===== src/rtl/bcd_ctrl_pkg.sv =====
// Shared types and constants for the cascaded BCD counter controller.
// Holds the FSM encoding, digit width/limit and the single-digit BCD increment.
package bcd_ctrl_pkg;

  localparam int unsigned DIG_W = 4;
  localparam logic [DIG_W-1:0] BCD_MAX = 4'd9;

  typedef enum logic [1:0] {
    ST_IDLE  = 2'd0,
    ST_RUN   = 2'd1,
    ST_PAUSE = 2'd2,
    ST_DONE  = 2'd3
  } state_t;

  function automatic logic [DIG_W-1:0] bcd_inc(input logic [DIG_W-1:0] d);
    return (d == BCD_MAX) ? '0 : d + 4'd1;
  endfunction

endpackage


===== src/rtl/bcd_digit.sv =====
// One BCD decade: registered digit, updates on the clock after inc/clr.
// Carry is combinational so a full ripple across all decades settles in one cycle.
module bcd_digit
  import bcd_ctrl_pkg::*;
(
  input  logic             clk,
  input  logic             rst_asyn_n,
  input  logic             inc,
  input  logic             clr,
  output logic [DIG_W-1:0] digit,
  output logic             carry
);

  always_ff @(posedge clk or negedge rst_asyn_n) begin
    if (!rst_asyn_n) begin
      digit <= '0;
    end else if (clr) begin
      digit <= '0;
    end else if (inc) begin
      digit <= bcd_inc(digit);
    end
  end

  assign carry = inc && (digit == BCD_MAX);

endmodule


===== src/rtl/bcd_count_ctrl.sv =====
// Prescaled NDIG-decade BCD counter with start/stop/clear control and terminal count.
// All outputs registered; commands take effect on the next clk edge, no handshake.
module bcd_count_ctrl
  import bcd_ctrl_pkg::*;
#(
  parameter int NDIG     = 4,
  parameter int PRESCALE = 10
) (
  input  logic                  clk,
  input  logic                  rst_asyn_n,
  input  logic                  start,
  input  logic                  stop,
  input  logic                  clear,
  input  logic [DIG_W*NDIG-1:0] limit_bcd,
  output logic [DIG_W*NDIG-1:0] count_bcd,
  output logic                  running,
  output logic                  done
);

  localparam int PW = (PRESCALE > 1) ? $clog2(PRESCALE) : 1;
  localparam logic [PW-1:0] PSC_LAST = PW'(PRESCALE - 1);

  state_t                  state;
  logic [PW-1:0]           psc;
  logic [DIG_W*NDIG-1:0]   limit_q;
  logic [DIG_W*NDIG-1:0]   nxt_cnt;
  logic [NDIG:0]           dig_inc;
  logic                    tick;
  logic                    lim_ok;
  logic                    idle_like;
  logic                    accept;
  logic                    inc_en;
  logic                    dig_clr;
  logic                    hit;

  always_comb begin
    lim_ok = 1'b1;
    for (int i = 0; i < NDIG; i++) begin
      if (limit_bcd[i*DIG_W +: DIG_W] > BCD_MAX) lim_ok = 1'b0;
    end
  end

  assign tick       = (psc == PSC_LAST);
  assign idle_like  = (state == ST_IDLE) || (state == ST_DONE);
  assign accept     = idle_like && start && !stop && !clear && lim_ok;
  assign inc_en     = (state == ST_RUN) && tick && !stop && !clear;
  assign dig_clr    = clear || accept;
  assign dig_inc[0] = inc_en;

  for (genvar g = 0; g < NDIG; g++) begin : g_digit
    bcd_digit u_digit (
      .clk        (clk),
      .rst_asyn_n (rst_asyn_n),
      .inc        (dig_inc[g]),
      .clr        (dig_clr),
      .digit      (count_bcd[g*DIG_W +: DIG_W]),
      .carry      (dig_inc[g+1])
    );
  end

  // Value the digits will hold after this edge; only meaningful when inc_en is set.
  always_comb begin
    nxt_cnt = count_bcd;
    for (int i = 0; i < NDIG; i++) begin
      if (dig_inc[i]) nxt_cnt[i*DIG_W +: DIG_W] = bcd_inc(count_bcd[i*DIG_W +: DIG_W]);
    end
  end

  // A zero limit means full range: terminate on the carry out of the top decade.
  assign hit = (limit_q == '0) ? dig_inc[NDIG] : (nxt_cnt == limit_q);

  always_ff @(posedge clk or negedge rst_asyn_n) begin
    if (!rst_asyn_n) begin
      state   <= ST_IDLE;
      psc     <= '0;
      limit_q <= '0;
      running <= 1'b0;
      done    <= 1'b0;
    end else begin
      done <= 1'b0;
      if (clear) begin
        state   <= ST_IDLE;
        psc     <= '0;
        running <= 1'b0;
      end else begin
        case (state)
          ST_IDLE, ST_DONE: begin
            if (accept) begin
              limit_q <= limit_bcd;
              psc     <= '0;
              state   <= ST_RUN;
              running <= 1'b1;
            end
          end
          ST_RUN: begin
            if (stop) begin
              state   <= ST_PAUSE;
              running <= 1'b0;
            end else begin
              psc <= tick ? '0 : psc + PW'(1);
              if (tick && hit) begin
                state   <= ST_DONE;
                running <= 1'b0;
                done    <= 1'b1;
              end
            end
          end
          ST_PAUSE: begin
            if (start && !stop) begin
              state   <= ST_RUN;
              running <= 1'b1;
            end
          end
          default: begin
            state   <= ST_IDLE;
            running <= 1'b0;
          end
        endcase
      end
    end
  end

endmodule


===== config.mk =====
export PLATFORM = sky130hd
export DESIGN_NAME = bcd_count_ctrl
export DESIGN_NICKNAME = d
export VERILOG_FILES = /design/src/rtl/bcd_ctrl_pkg.sv /design/src/rtl/bcd_digit.sv /design/src/rtl/bcd_count_ctrl.sv
export SDC_FILE = /design/constraint.sdc
export NUM_CORES = 1
export LEC_CHECK = 0
export ABC_AREA = 1
export BUFFER_PORTS_ARGS = -buffer_cell sky130_fd_sc_hd__buf_2
export CAP_MARGIN = 20
export CORE_MARGIN = 2
export CORE_UTILIZATION = 52
export CTS_CLUSTER_SIZE = 8
export DETAILED_ROUTE_END_ITERATION = 16
export GPL_TIMING_DRIVEN = 0
export PLACE_DENSITY = 0.77
export SLEW_MARGIN = 40
export SYNTH_ARGS = -nofsm -noshare
export SYNTH_HDL_FRONTEND = slang
export SYNTH_SLANG_ARGS = --single-unit

===== constraint.sdc =====
create_clock -name clk -period 2.1 [get_ports clk]
set_input_delay 0.21 -clock clk [delete_from_list [all_inputs] [get_ports clk]]
set_output_delay 0.21 -clock clk [all_outputs]
set_load 0.01 [all_outputs]

==> metrics.cfg, run 1 <==
[logic_synthesis]
synth_cells = 385
synth_fp_nets = 418
ys_ff_latch = 40
ys_seq_area_share_pct = 37.5
ys_warn_count = 0
syn_avg_cell_area_sq_um = 6.93
ys_types = 29
syn_area_sq_um = 2670

[grt]
antenna_found_initial = 0
grt_pass1_wl_um = 11400
grt_pass1_vias = 2592
grt_max_degree = 41
grt_overflow = 0
grt_usage_pct = 26.7

[worst_setup_path]
crit_path_start = psc[1]$_DFFE_PN0P_
critPathLaunchType = register
worst_setup_path_end_kind = register
critPathArrivalTime_ps = 2600
path_class = reg -> reg
path_cells = inv_1 > ha_2 > nand2_2 > nor2_4 > nand3_4 > nor2_8 > nand3_2 > nand2_2 > nand2_2 > nand2_2 > nand2_2 > nor2_1 > nand3_1 > nand2_2 > nand2_4 > nand2_4 > nand2_4 > nand2_1 > nand2_1
cp.required_ps = 2290
cp_common_cell = nand2_2
cp_max_fo = 8
worstReg2RegStart = psc[1]$_DFFE_PN0P_
critical_path.max_stage_delay_ps = 380
cpMaxStageDelayCell = dfrtp_1

[floorplan]
floorplan.initialDensity_pct = 52.9
die_h_um = 75.6
die_w_um = 75.6
rows = 26
num_io_pins = 39
core_area_sq_um = 5040
die_area_sq_um = 5720

[min_path]
hold_class = in -> reg
hp-start = limit_bcd[8]

[clocking]
cts_buffers = 5
cts_tree = done
cts_buffer_depth = 2
clkSlewWorstSetupHoldPaths_ps = 90
clk_root_buffer_cell = clkbuf_8
clock_latency_ps = 300
clock_sinks = 40
h-tree-depth = 2

[routing]
drt.antenna.violating_nets = 0
wirelength_um = 7180
drtIter0Drc = 141
wire_per_inst_um = 13.7
drc_errors = 0
vias_per_cell = 5.33
vias = 2793
firstDrtPassIters = 4

[layout]
final_cells = 524
final_common_cell = nand2_1
final_cell_mix = nand2_1 (105), inv_1 (54), nand3_1 (44)
drive_above_1_share_pct = 26.2
syn2layout_area_growth_pct = 27.2
nets = 486
diodes = 0

[placed_design]
dp_hpwl_um = 4730
io_buffers = 38
dp.cells = 493
place.gp.congestion = 0.890

[pwr]
seqPwrFrac_pct = 42.7
pwr-share-clk_pct = 24.7
p_sw_uw = 949
combPwrFrac_pct = 32.6
p_sw_share_pct = 36.7
powerDensity_nw_per_um2 = 763
p_total_mw = 2.59
p_leak_nw = 1.82
p_int_mw = 1.64
ir_drop_v = 0.000603

[sta]
worstMarginPinSlew_ps = 515
fin_ws_ps = -310
post-route-period-util_pct = 115
hold_viol = 0
final.setup.tns_ps = -1030
slew_headroom_pct = 65.7
maxSlewViolCount = 0
setup_viol = 4
period_needed_ps = 2410
max_freq_mhz = 415
rsz0062_at_grt = yes
finClkSkew_ps = 9.95

[outcome]
status = finished, violations left
violations = setup timing

[run]
maxCapViolCount = 0

## power groups by stage
| stage | clock (mW) | sequential [mW] | combinational, mW |
|---|---|---|---|
| 3_5_place_dp | 0 | 1.12 | 0.706 |
| 4_1_cts | 0.648 | 1.10 | 0.795 |
| 5_1_grt | 0.679 | 1.13 | 0.970 |
| 6_report | 0.640 | 1.11 | 0.844 |
| 2_1_floorplan | 0 | 1.08 | 0.537 |
| 3_3_place_gp | 0 | 1.11 | 0.688 |
## what timing repair did
| item | in CTS | in global routing |
|---|---|---|
| buffers inserted | 19 | 2 |
| hold endpoints to repair | 40 | 0 |
| hold buffers | 1 | 0 |
| cloned | 1 | 0 |
| endpoints found under the setup margin | 14 | 21 |
| pin swaps | 12 | 17 |
| gates resized for setup | 25 | 20 |
## worst max-delay path, delay by kind of cell, from the launching register on
kind / cells / cell delay (ps)
flip-flops: 1 / 380
AND/OR/NAND/NOR: 17 / 1640
buffers and inverters: 1 / 80
adder cells (fa/ha/maj): 1 / 200
## per-stage QoR
step	area, sq um	utilization (%)	setup WS, ps	hold slack (ps)
after floorplan	2680	-	-54.6	-85.6
after global placement	2960	58.7	-369	391
after detailed placement	2960	58.7	-397	220
after CTS	3320	65.8	-224	127
after global routing	3390	67.3	-444	138
final	3390	67.3	-310	130
## synthesized netlist by cell type
cell      number  area [sq um]
ha_1          12           150
o22ai_1        1          6.26
o21ai_0       26           130
o31ai_1        1          7.51
clkbuf_1       4          15.0
buf_2          1          5.00
nor3b_1        1          7.51
nor3_1         1          5.00
nor2_8         1          20.0
clkinv_1       1          3.75
nand3_1       49           245
nand2_2        4          25.0
nor4_1         4          25.0
nand4_1        9          56.3
buf_4          1          7.51
nand3_2        1          10.0
nor2_4         3          33.8
nor2_1        29           109
dfrtp_1       40          1000
or2_2          3          18.8
o211ai_1       2          15.0
inv_2          1          3.75
mux2i_1        1          10.0
nand3_4        2          35.0
a21oi_1        8          40.0
nand2_1      118           443
inv_1         58           218
o21ai_1        2          10.0
nand4_2        1          12.5
## registers in the layout, indices dropped and copies added, names as in the netlist
name,flops
state,2
psc,4
running,1
g_digit.u_digit.digit,16
done,1
limit_q,16
## cell type report
class / instances / area [sq um]
Buffer: 6 / 36.3
Clock buffer: 5 / 68.8
Clock inverter: 3 / 42.5
Fill cell: 417 / 1650
Inverter: 60 / 225
Multi-Input combinational cell: 280 / 1570
Sequential cell: 40 / 1000
Tap cell: 70 / 87.6
Timing Repair Buffer: 60 / 364
## layer usage
layer / global-route usage [%] / part of all wire (%)
met3: 5.16 / 7.0
met5: 0 / 0
met4: 9.36 / 1.9
met1: 34.1 / 40
met2: 45.4 / 51
## kinds of logic (layout without fill, tap and decap cells)
kind of cell	after synthesis	in the layout	synth area share, %
AO/OA/AOI/OAI	40	40	7.83
flip-flops	40	40	37.5
buffers and inverters	66	134	9.47
AND/OR/NAND/NOR	226	227	39.2
multiplexers	1	1	0.375
adder cells (fa/ha/maj)	12	12	5.63
## worst paths after layout
| kind | endpoint | slack (ps) | depth (start not counted) |
|---|---|---|---|
| worst max-delay path | state[1]$_DFFE_PN0P_ | -310 | 19 |
| worst min register to register | running$_DFFE_PN0P_ | 500 | 2 |
| worst min-delay path | limit_q[8]$_DFFE_PN0P_ | 130 | 3 |
| min in group asynchronous | g_digit[1].u_digit.digit[2]$_DFF_PN0_ | 420 | 2 |
| max in group asynchronous | g_digit[0].u_digit.digit[0]$_DFF_PN0_ | 1310 | 2 |
| worst max register to register | state[1]$_DFFE_PN0P_ | -310 | 19 |
No activity file was read; power rests on OpenSTA's default activity.
==> run 2, diff against run 1 <==
==> constraint.sdc (replaced) <==
create_clock -name clk -period 2.2 [get_ports clk]
set_input_delay 0.22 -clock clk [delete_from_list [all_inputs] [get_ports clk]]
set_output_delay 0.22 -clock clk [all_outputs]
set_load 0.01 [all_outputs]
==> run 2 against run 1 <==
Compared with the run above: the run still ends with setup timing left; cell count is 1.1% higher; utilization rose by 0.62 points; die area unchanged; largest cell class unchanged; worst setup slack improved by 170 ps; wire length down 5.4%; fmax grew 3.2%; critical endpoint is now running$_DFFE_PN0P_; clock power shrank 6.6%; global-route usage decreased by 2.4 points; total power down 4.5%; critical path type unchanged.
==> metrics.cfg, run 2 (synthesis gave the netlist of run 1 again) <==
[outcome]
status = finished, violations left
violations = setup timing

[sta]
maxSlewViolCount = 0  ; unchanged
fin_ws_ps = -135  ; +174 ps
hold_viol = 0  ; unchanged
slew_headroom_pct = 66.4  ; +0.66 points
setup_viol = 4  ; unchanged
rsz0062_at_grt = yes
worstMarginPinSlew_ps = 505  ; -9.94 ps
finClkSkew_ps = 11.2  ; +1.27 ps
post-route-period-util_pct = 106  ; -8.6 points
max_freq_mhz = 428  ; +3.2%
period_needed_ps = 2340  ; -74.3 ps
hold_slack_ps = 128  ; -2.05 ps

[min_path]
hold_class = in -> reg
min_to = limit_q[11]$_DFFE_PN0P_
whs_path_depth = 3  ; unchanged
hp-start = limit_bcd[11]

[clocking]
clkSlewWorstSetupHoldPaths_ps = 80  ; about the same
clk_root_buffer_cell = clkbuf_8
cts_tree = done
clock_sinks = 40  ; unchanged
cts_buffer_depth = 2  ; unchanged
h-tree-depth = 2  ; unchanged
clock_latency_ps = 300  ; about the same
cts_buffers = 5  ; unchanged

[layout]
reg_top3 = g_digit.u_digit.digit (16), limit_q (16), psc (4)
final_cell_mix = nand2_1 (109), inv_1 (52), nand3_1 (44)
nets = 492  ; +1.2%
drive_above_1_share_pct = 26.3  ; +0.093 points
syn2layout_area_growth_pct = 28.4
diodes = 0  ; unchanged
fin_area_sq_um = 3430  ; +0.92%
final_common_cell = nand2_1

[pwr]
combPwrFrac_pct = 32.5  ; about the same
pwr-share-clk_pct = 24.2  ; -0.5 points
p_leak_nw = 1.83  ; +0.49%
p_sw_uw = 897  ; -5.5%
powerDensity_nw_per_um2 = 722  ; -5.4%
p_sw_share_pct = 36.3  ; -0.37 points
p_total_mw = 2.47  ; -4.5%
p_int_mw = 1.57  ; -4.0%
ir_drop_v = 0.000601  ; -0.37%
seqPwrFrac_pct = 43.4  ; +0.7 points

[routing]
wirelength_um = 6790  ; -5.4%
m1WireLength_um = 2940  ; +1.6%
drt.antenna.violating_nets = 0  ; unchanged
wl_met3_um = 302  ; -40%
vias = 2777  ; -0.57%
highest_layer = met4
wl_met2_um = 3430  ; -6.1%
vias_per_cell = 5.24  ; -1.7%
wire_per_inst_um = 12.8  ; -6.4%
firstDrtPassIters = 5  ; +1
drc_errors = 0  ; unchanged
drtIter0Drc = 120  ; -15%

[worst_setup_path]
cp_max_fo = 10  ; +2
path_class = reg -> reg
critPathArrivalTime_ps = 2520  ; -80 ps
critPathLaunchType = register
cp.required_ps = 2390  ; +100 ps
r2r_cells = 17  ; -2
worstReg2RegStart = state[0]$_DFFE_PN0P_
worst_setup_path_end_kind = register
r2r_slack_ps = -140  ; +170 ps
reg2reg_to = running$_DFFE_PN0P_

[grt]
grt_pass1_vias = 2392  ; -7.7%
grt_pass1_wl_um = 10400  ; -8.3%
grt_overflow = 0  ; unchanged
grt_max_degree = 41  ; unchanged
antenna_found_initial = 0  ; unchanged
grt_usage_pct = 24.3  ; -2.4 points

[floorplan]
floorplan.initialDensity_pct = 52.9  ; unchanged
core_area_sq_um = 5040  ; unchanged
die_area_sq_um = 5720  ; unchanged
die_h_um = 75.6  ; unchanged
num_io_pins = 39  ; unchanged
die_w_um = 75.6  ; unchanged
rows = 26  ; unchanged

[run]
maxCapViolCount = 0  ; unchanged

[placed_design]
dp_hpwl_um = 4690  ; -0.80%
place.gp.congestion = 0.906  ; +1.8%
io_buffers = 38  ; unchanged
dpl_cell_area_sq_um = 2950  ; -0.38%
post-place-ws_ps = -304  ; +92.9 ps

-- run 2: area by class of cell --
cell class | instances | area (sq um)
plain buffers | 5 | 25.0
clock buffers | 6 | 72.6
clock inverters | 2 | 35.0
fillers | 408 | 1620
inverters | 60 | 229
multi-input cells | 280 | 1560
flip-flops and latches | 40 | 1000
well taps | 70 | 87.6
repair buffers | 67 | 413
-- run 2: routing by layer --
| layer | vias to the layer above | GRT usage (%) |
|---|---|---|
| li1 | 1386 | - |
| met1 | 1297 | 30.3 |
| met2 | 78 | 42.5 |
| met3 | 16 | 5.42 |
| met4 | 0 | 6.63 |
| met5 | - | 0 |
-- run 2: how the worst max path moves through the flow --
stage / startpoint / end
floorplan: g_digit[0].u_digit.digit[0]$_DFF_PN0_ / running$_DFFE_PN0P_
global placement: g_digit[0].u_digit.digit[0]$_DFF_PN0_ / state[0]$_DFFE_PN0P_
detailed placement: g_digit[0].u_digit.digit[0]$_DFF_PN0_ / state[0]$_DFFE_PN0P_
CTS: g_digit[0].u_digit.digit[1]$_DFF_PN0_ / state[0]$_DFFE_PN0P_
global route: g_digit[0].u_digit.digit[1]$_DFF_PN0_ / state[1]$_DFFE_PN0P_
finish: state[0]$_DFFE_PN0P_ / running$_DFFE_PN0P_
-- run 2: critical path, stage by stage, from the launching register on --
cell and delay, ps:
dfrtp_1 430, ha_4 190, nand3_2 130, nor2_4 210
buf_4 210, nand4_1 130, nand3_1 90, nand2_1 50
nor2_1 90, nand2_1 70, nor2_1 110, nand3_1 90
nand2_1 80, nand2_2 70, nand2_4 100, nand2_4 70
nand2_2 60, nand2_1 40
-- run 2: power groups by stage --
stage / Sequential [mW] / Combinational [mW] / Clock (mW)
after floorplan: 1.03 / 0.513 / 0
after global placement: 1.06 / 0.656 / 0
after detailed placement: 1.07 / 0.677 / 0
after CTS: 1.07 / 0.759 / 0.611
after global routing: 1.09 / 0.921 / 0.641
final: 1.07 / 0.802 / 0.598
-- run 2: what timing repair did --
item	4_1_cts	5_1_grt
endpoints found under the hold margin	40	0
setup buffers	22	6
pin swaps	12	12
hold buffers	1	0
setup endpoints to repair	6	8
resized for setup	26	14
gates cloned	1	0
-- run 2: through the flow --
| stage | util (%) | instances | setup TNS (ps) |
|---|---|---|---|
| 2_1_floorplan | - | 385 | 0 |
| 3_3_place_gp | 58.4 | 493 | -1050 |
| 3_5_place_dp | 58.5 | 493 | -1050 |
| 4_1_cts | 66.2 | 524 | -256 |
| 5_1_grt | 67.9 | 530 | -1140 |
| 6_report | 67.9 | 530 | -436 |
==> run 3, diff against run 2 <==
--- a/config.mk
+++ b/config.mk
@@ -6,7 +6,7 @@
 export NUM_CORES = 1
 export LEC_CHECK = 0
 export ABC_AREA = 1
-export BUFFER_PORTS_ARGS = -buffer_cell sky130_fd_sc_hd__buf_2
+export BUFFER_PORTS_ARGS = -buffer_cell sky130_fd_sc_hd__buf_4
 export CAP_MARGIN = 20
 export CORE_MARGIN = 2
 export CORE_UTILIZATION = 52
==> run 3 against run 2 <==
Compared with the run above: the run still ends with setup timing left; clock-buffer cell count is 2 higher; combinational power is 1% lower; die area stayed put; wire length is 3.6% higher; largest power group unchanged; first-iteration DRC count is 34% higher; clock power is 16% lower; utilization is 2.0 points higher.
==> metrics.cfg, run 3 (synthesis gave the netlist of run 1 again) <==
[sta]
max_freq_mhz = 437  ; +2.0%
hold_viol = 0  ; unchanged
period_needed_ps = 2290  ; -45.4 ps
worstMarginPinSlew_ps = 527  ; +22.7 ps
slew_headroom_pct = 64.8  ; -1.5 points
setup_viol = 3  ; -1
fin_ws_ps = -90.0  ; +45.4 ps
post-route-period-util_pct = 104  ; -2.1 points
finClkSkew_ps = 5.80  ; -5.43 ps
maxSlewViolCount = 0  ; unchanged
final.setup.tns_ps = -263  ; +174 ps
hold_slack_ps = 140  ; +12.1 ps
rsz0062_at_grt = yes

[grt]
grt_usage_pct = 25.8  ; +1.5 points
grt_overflow = 0  ; unchanged
grt_pass1_wl_um = 11200  ; +7.0%
antenna_found_initial = 0  ; unchanged
grt_pass1_vias = 2472  ; +3.3%
grt_max_degree = 41  ; unchanged

[placed_design]
dpl_cell_area_sq_um = 3040  ; +3.1%
place.gp.congestion = 0.909  ; +0.33%
dp.cells = 493  ; unchanged
io_buffers = 38  ; unchanged
dp_hpwl_um = 4820  ; +2.9%

[layout]
syn2layout_area_growth_pct = 32.1
final_cell_mix = nand2_1 (113), buf_4 (64), inv_1 (52)
nets = 492  ; unchanged
final_common_cell = nand2_1
fin_area_sq_um = 3520  ; +2.9%
final_cells = 530  ; unchanged
diodes = 0  ; unchanged
nFillCells = 416  ; +2.0%
drive_above_1_share_pct = 25.0  ; -1.3 points
reg_top3 = g_digit.u_digit.digit (16), limit_q (16), psc (4)
multiInputGateArea_sq_um = 1550  ; -0.40%
seqCellArea_sq_um = 1000  ; unchanged

[clocking]
clk_root_buffer_cell = clkbuf_8
cts_buffers = 5  ; unchanged
cts_tree = done
cts_buffer_depth = 2  ; unchanged
clkSlewWorstSetupHoldPaths_ps = 80  ; about the same
clock_sinks = 40  ; unchanged
h-tree-depth = 2  ; unchanged
clock_latency_ps = 290  ; about the same

[floorplan]
core_area_sq_um = 5040  ; unchanged
die_w_um = 75.6  ; unchanged
die_area_sq_um = 5720  ; unchanged
num_io_pins = 39  ; unchanged
floorplan.initialDensity_pct = 52.9  ; unchanged
die_h_um = 75.6  ; unchanged
rows = 26  ; unchanged

[worst_setup_path]
critPathLaunchType = register
path_cells = inv_2 > ha_4 > nand2_1 > nor2_4 > nand3_4 > nor2_8 > nand3_4 > nand2_2 > nand2_1 > nand2_1 > nand2_1 > nor2_1 > nand3_1 > nand2_1 > nand2_2 > nand2_4 > nand2_4 > nand2_1 > nand2_1
path_class = reg -> reg
critPathArrivalTime_ps = 2480  ; -40 ps
critical_path.max_stage_delay_ps = 390  ; -40 ps
cpMaxStageDelayCell = dfrtp_1
worst_setup_path_end_kind = register
cp_common_cell = nand2_1
cp.required_ps = 2390  ; about the same
cp_max_fo = 7  ; -3

[routing]
wire_per_inst_um = 13.3  ; +3.6%
firstDrtPassIters = 7  ; +2
drt.antenna.violating_nets = 0  ; unchanged
wirelength_um = 7040  ; +3.6%
vias_per_cell = 5.25  ; +0.18%
drc_errors = 0  ; unchanged
drtIter0Drc = 161  ; +34%
vias = 2782  ; +0.18%

[outcome]
status = finished, violations left
violations = setup timing

[pwr]
p_total_mw = 2.36  ; -4.4%
p_leak_nw = 1.84  ; +0.39%
ir_drop_v = 0.000544  ; -9.5%
powerDensity_nw_per_um2 = 671  ; -7.1%

[min_path]
hold_class = in -> reg

[run]
maxCapViolCount = 0  ; unchanged

-- run 3: critical path: cells and delay by family, from the launching register on --
| kind | cells | cell delay (ps) |
|---|---|---|
| DFF | 1 | 390 |
| adders and majority gates | 1 | 130 |
| and+or+nand+nor | 17 | 1570 |
| buffers and inverters | 1 | 80 |
-- run 3: final cells by class --
type,instances,area share [%]
Timing Repair Buffer,67,15.1
Sequential cell,40,28.5
Clock buffer,8,2.56
Inverter,60,6.57
Buffer,5,0.781
Tap cell,70,2.48
Multi-Input combinational cell,280,44.1
-- run 3: final timing paths --
check                           slack [ps]                                     to           startpoint  cells after the start
worst max-delay path                   -90                    running$_DFFE_PN0P_   psc[1]$_DFFE_PN0P_                     19
worst min-delay path                   140                limit_q[11]$_DFFE_PN0P_        limit_bcd[11]                      3
worst max register to register         -90                    running$_DFFE_PN0P_   psc[1]$_DFFE_PN0P_                     19
worst min register to register         490                    running$_DFFE_PN0P_  running$_DFFE_PN0P_                      2
max in group asynchronous             1370                     psc[0]$_DFFE_PN0P_           rst_asyn_n                      2
min in group asynchronous              430  g_digit[2].u_digit.digit[3]$_DFF_PN0_           rst_asyn_n                      2
-- run 3: stage by stage --
| step | utilization, % | setup slack [ps] |
|---|---|---|
| 6_report | 69.9 | -90.0 |
| 3_3_place_gp | 60.3 | -308 |
| 4_1_cts | 68.0 | -64.9 |
| 2_1_floorplan | - | 32.4 |
| 5_1_grt | 69.9 | -283 |
| 3_5_place_dp | 60.3 | -366 |
-- run 3: layer usage --
layer / vias up / GRT usage (%) / part of all wire, % / wire [um]
met5: - / 0 / 0 / 0
met4: 0 / 7.60 / 1.6 / 110
met3: 12 / 5.03 / 5.0 / 351
met2: 90 / 43.8 / 51 / 3570
met1: 1288 / 33.6 / 43 / 3000
li1: 1392 / - / - / -
-- run 3: what timing repair did --
item                       CTS  global route
gates resized for setup     28             9
setup buffers               20             8
gates cloned                 1             0
hold endpoints to repair    40             0
setup endpoints to repair   14            23
hold buffers                 1             0
pin swaps                   10             7
-- run 3: where the power goes --
| part | internal, mW | switching [mW] |
|---|---|---|
| logic | 0.322 | 0.471 |
| registers | 0.914 | 0.153 |
| clock network | 0.256 | 0.249 |
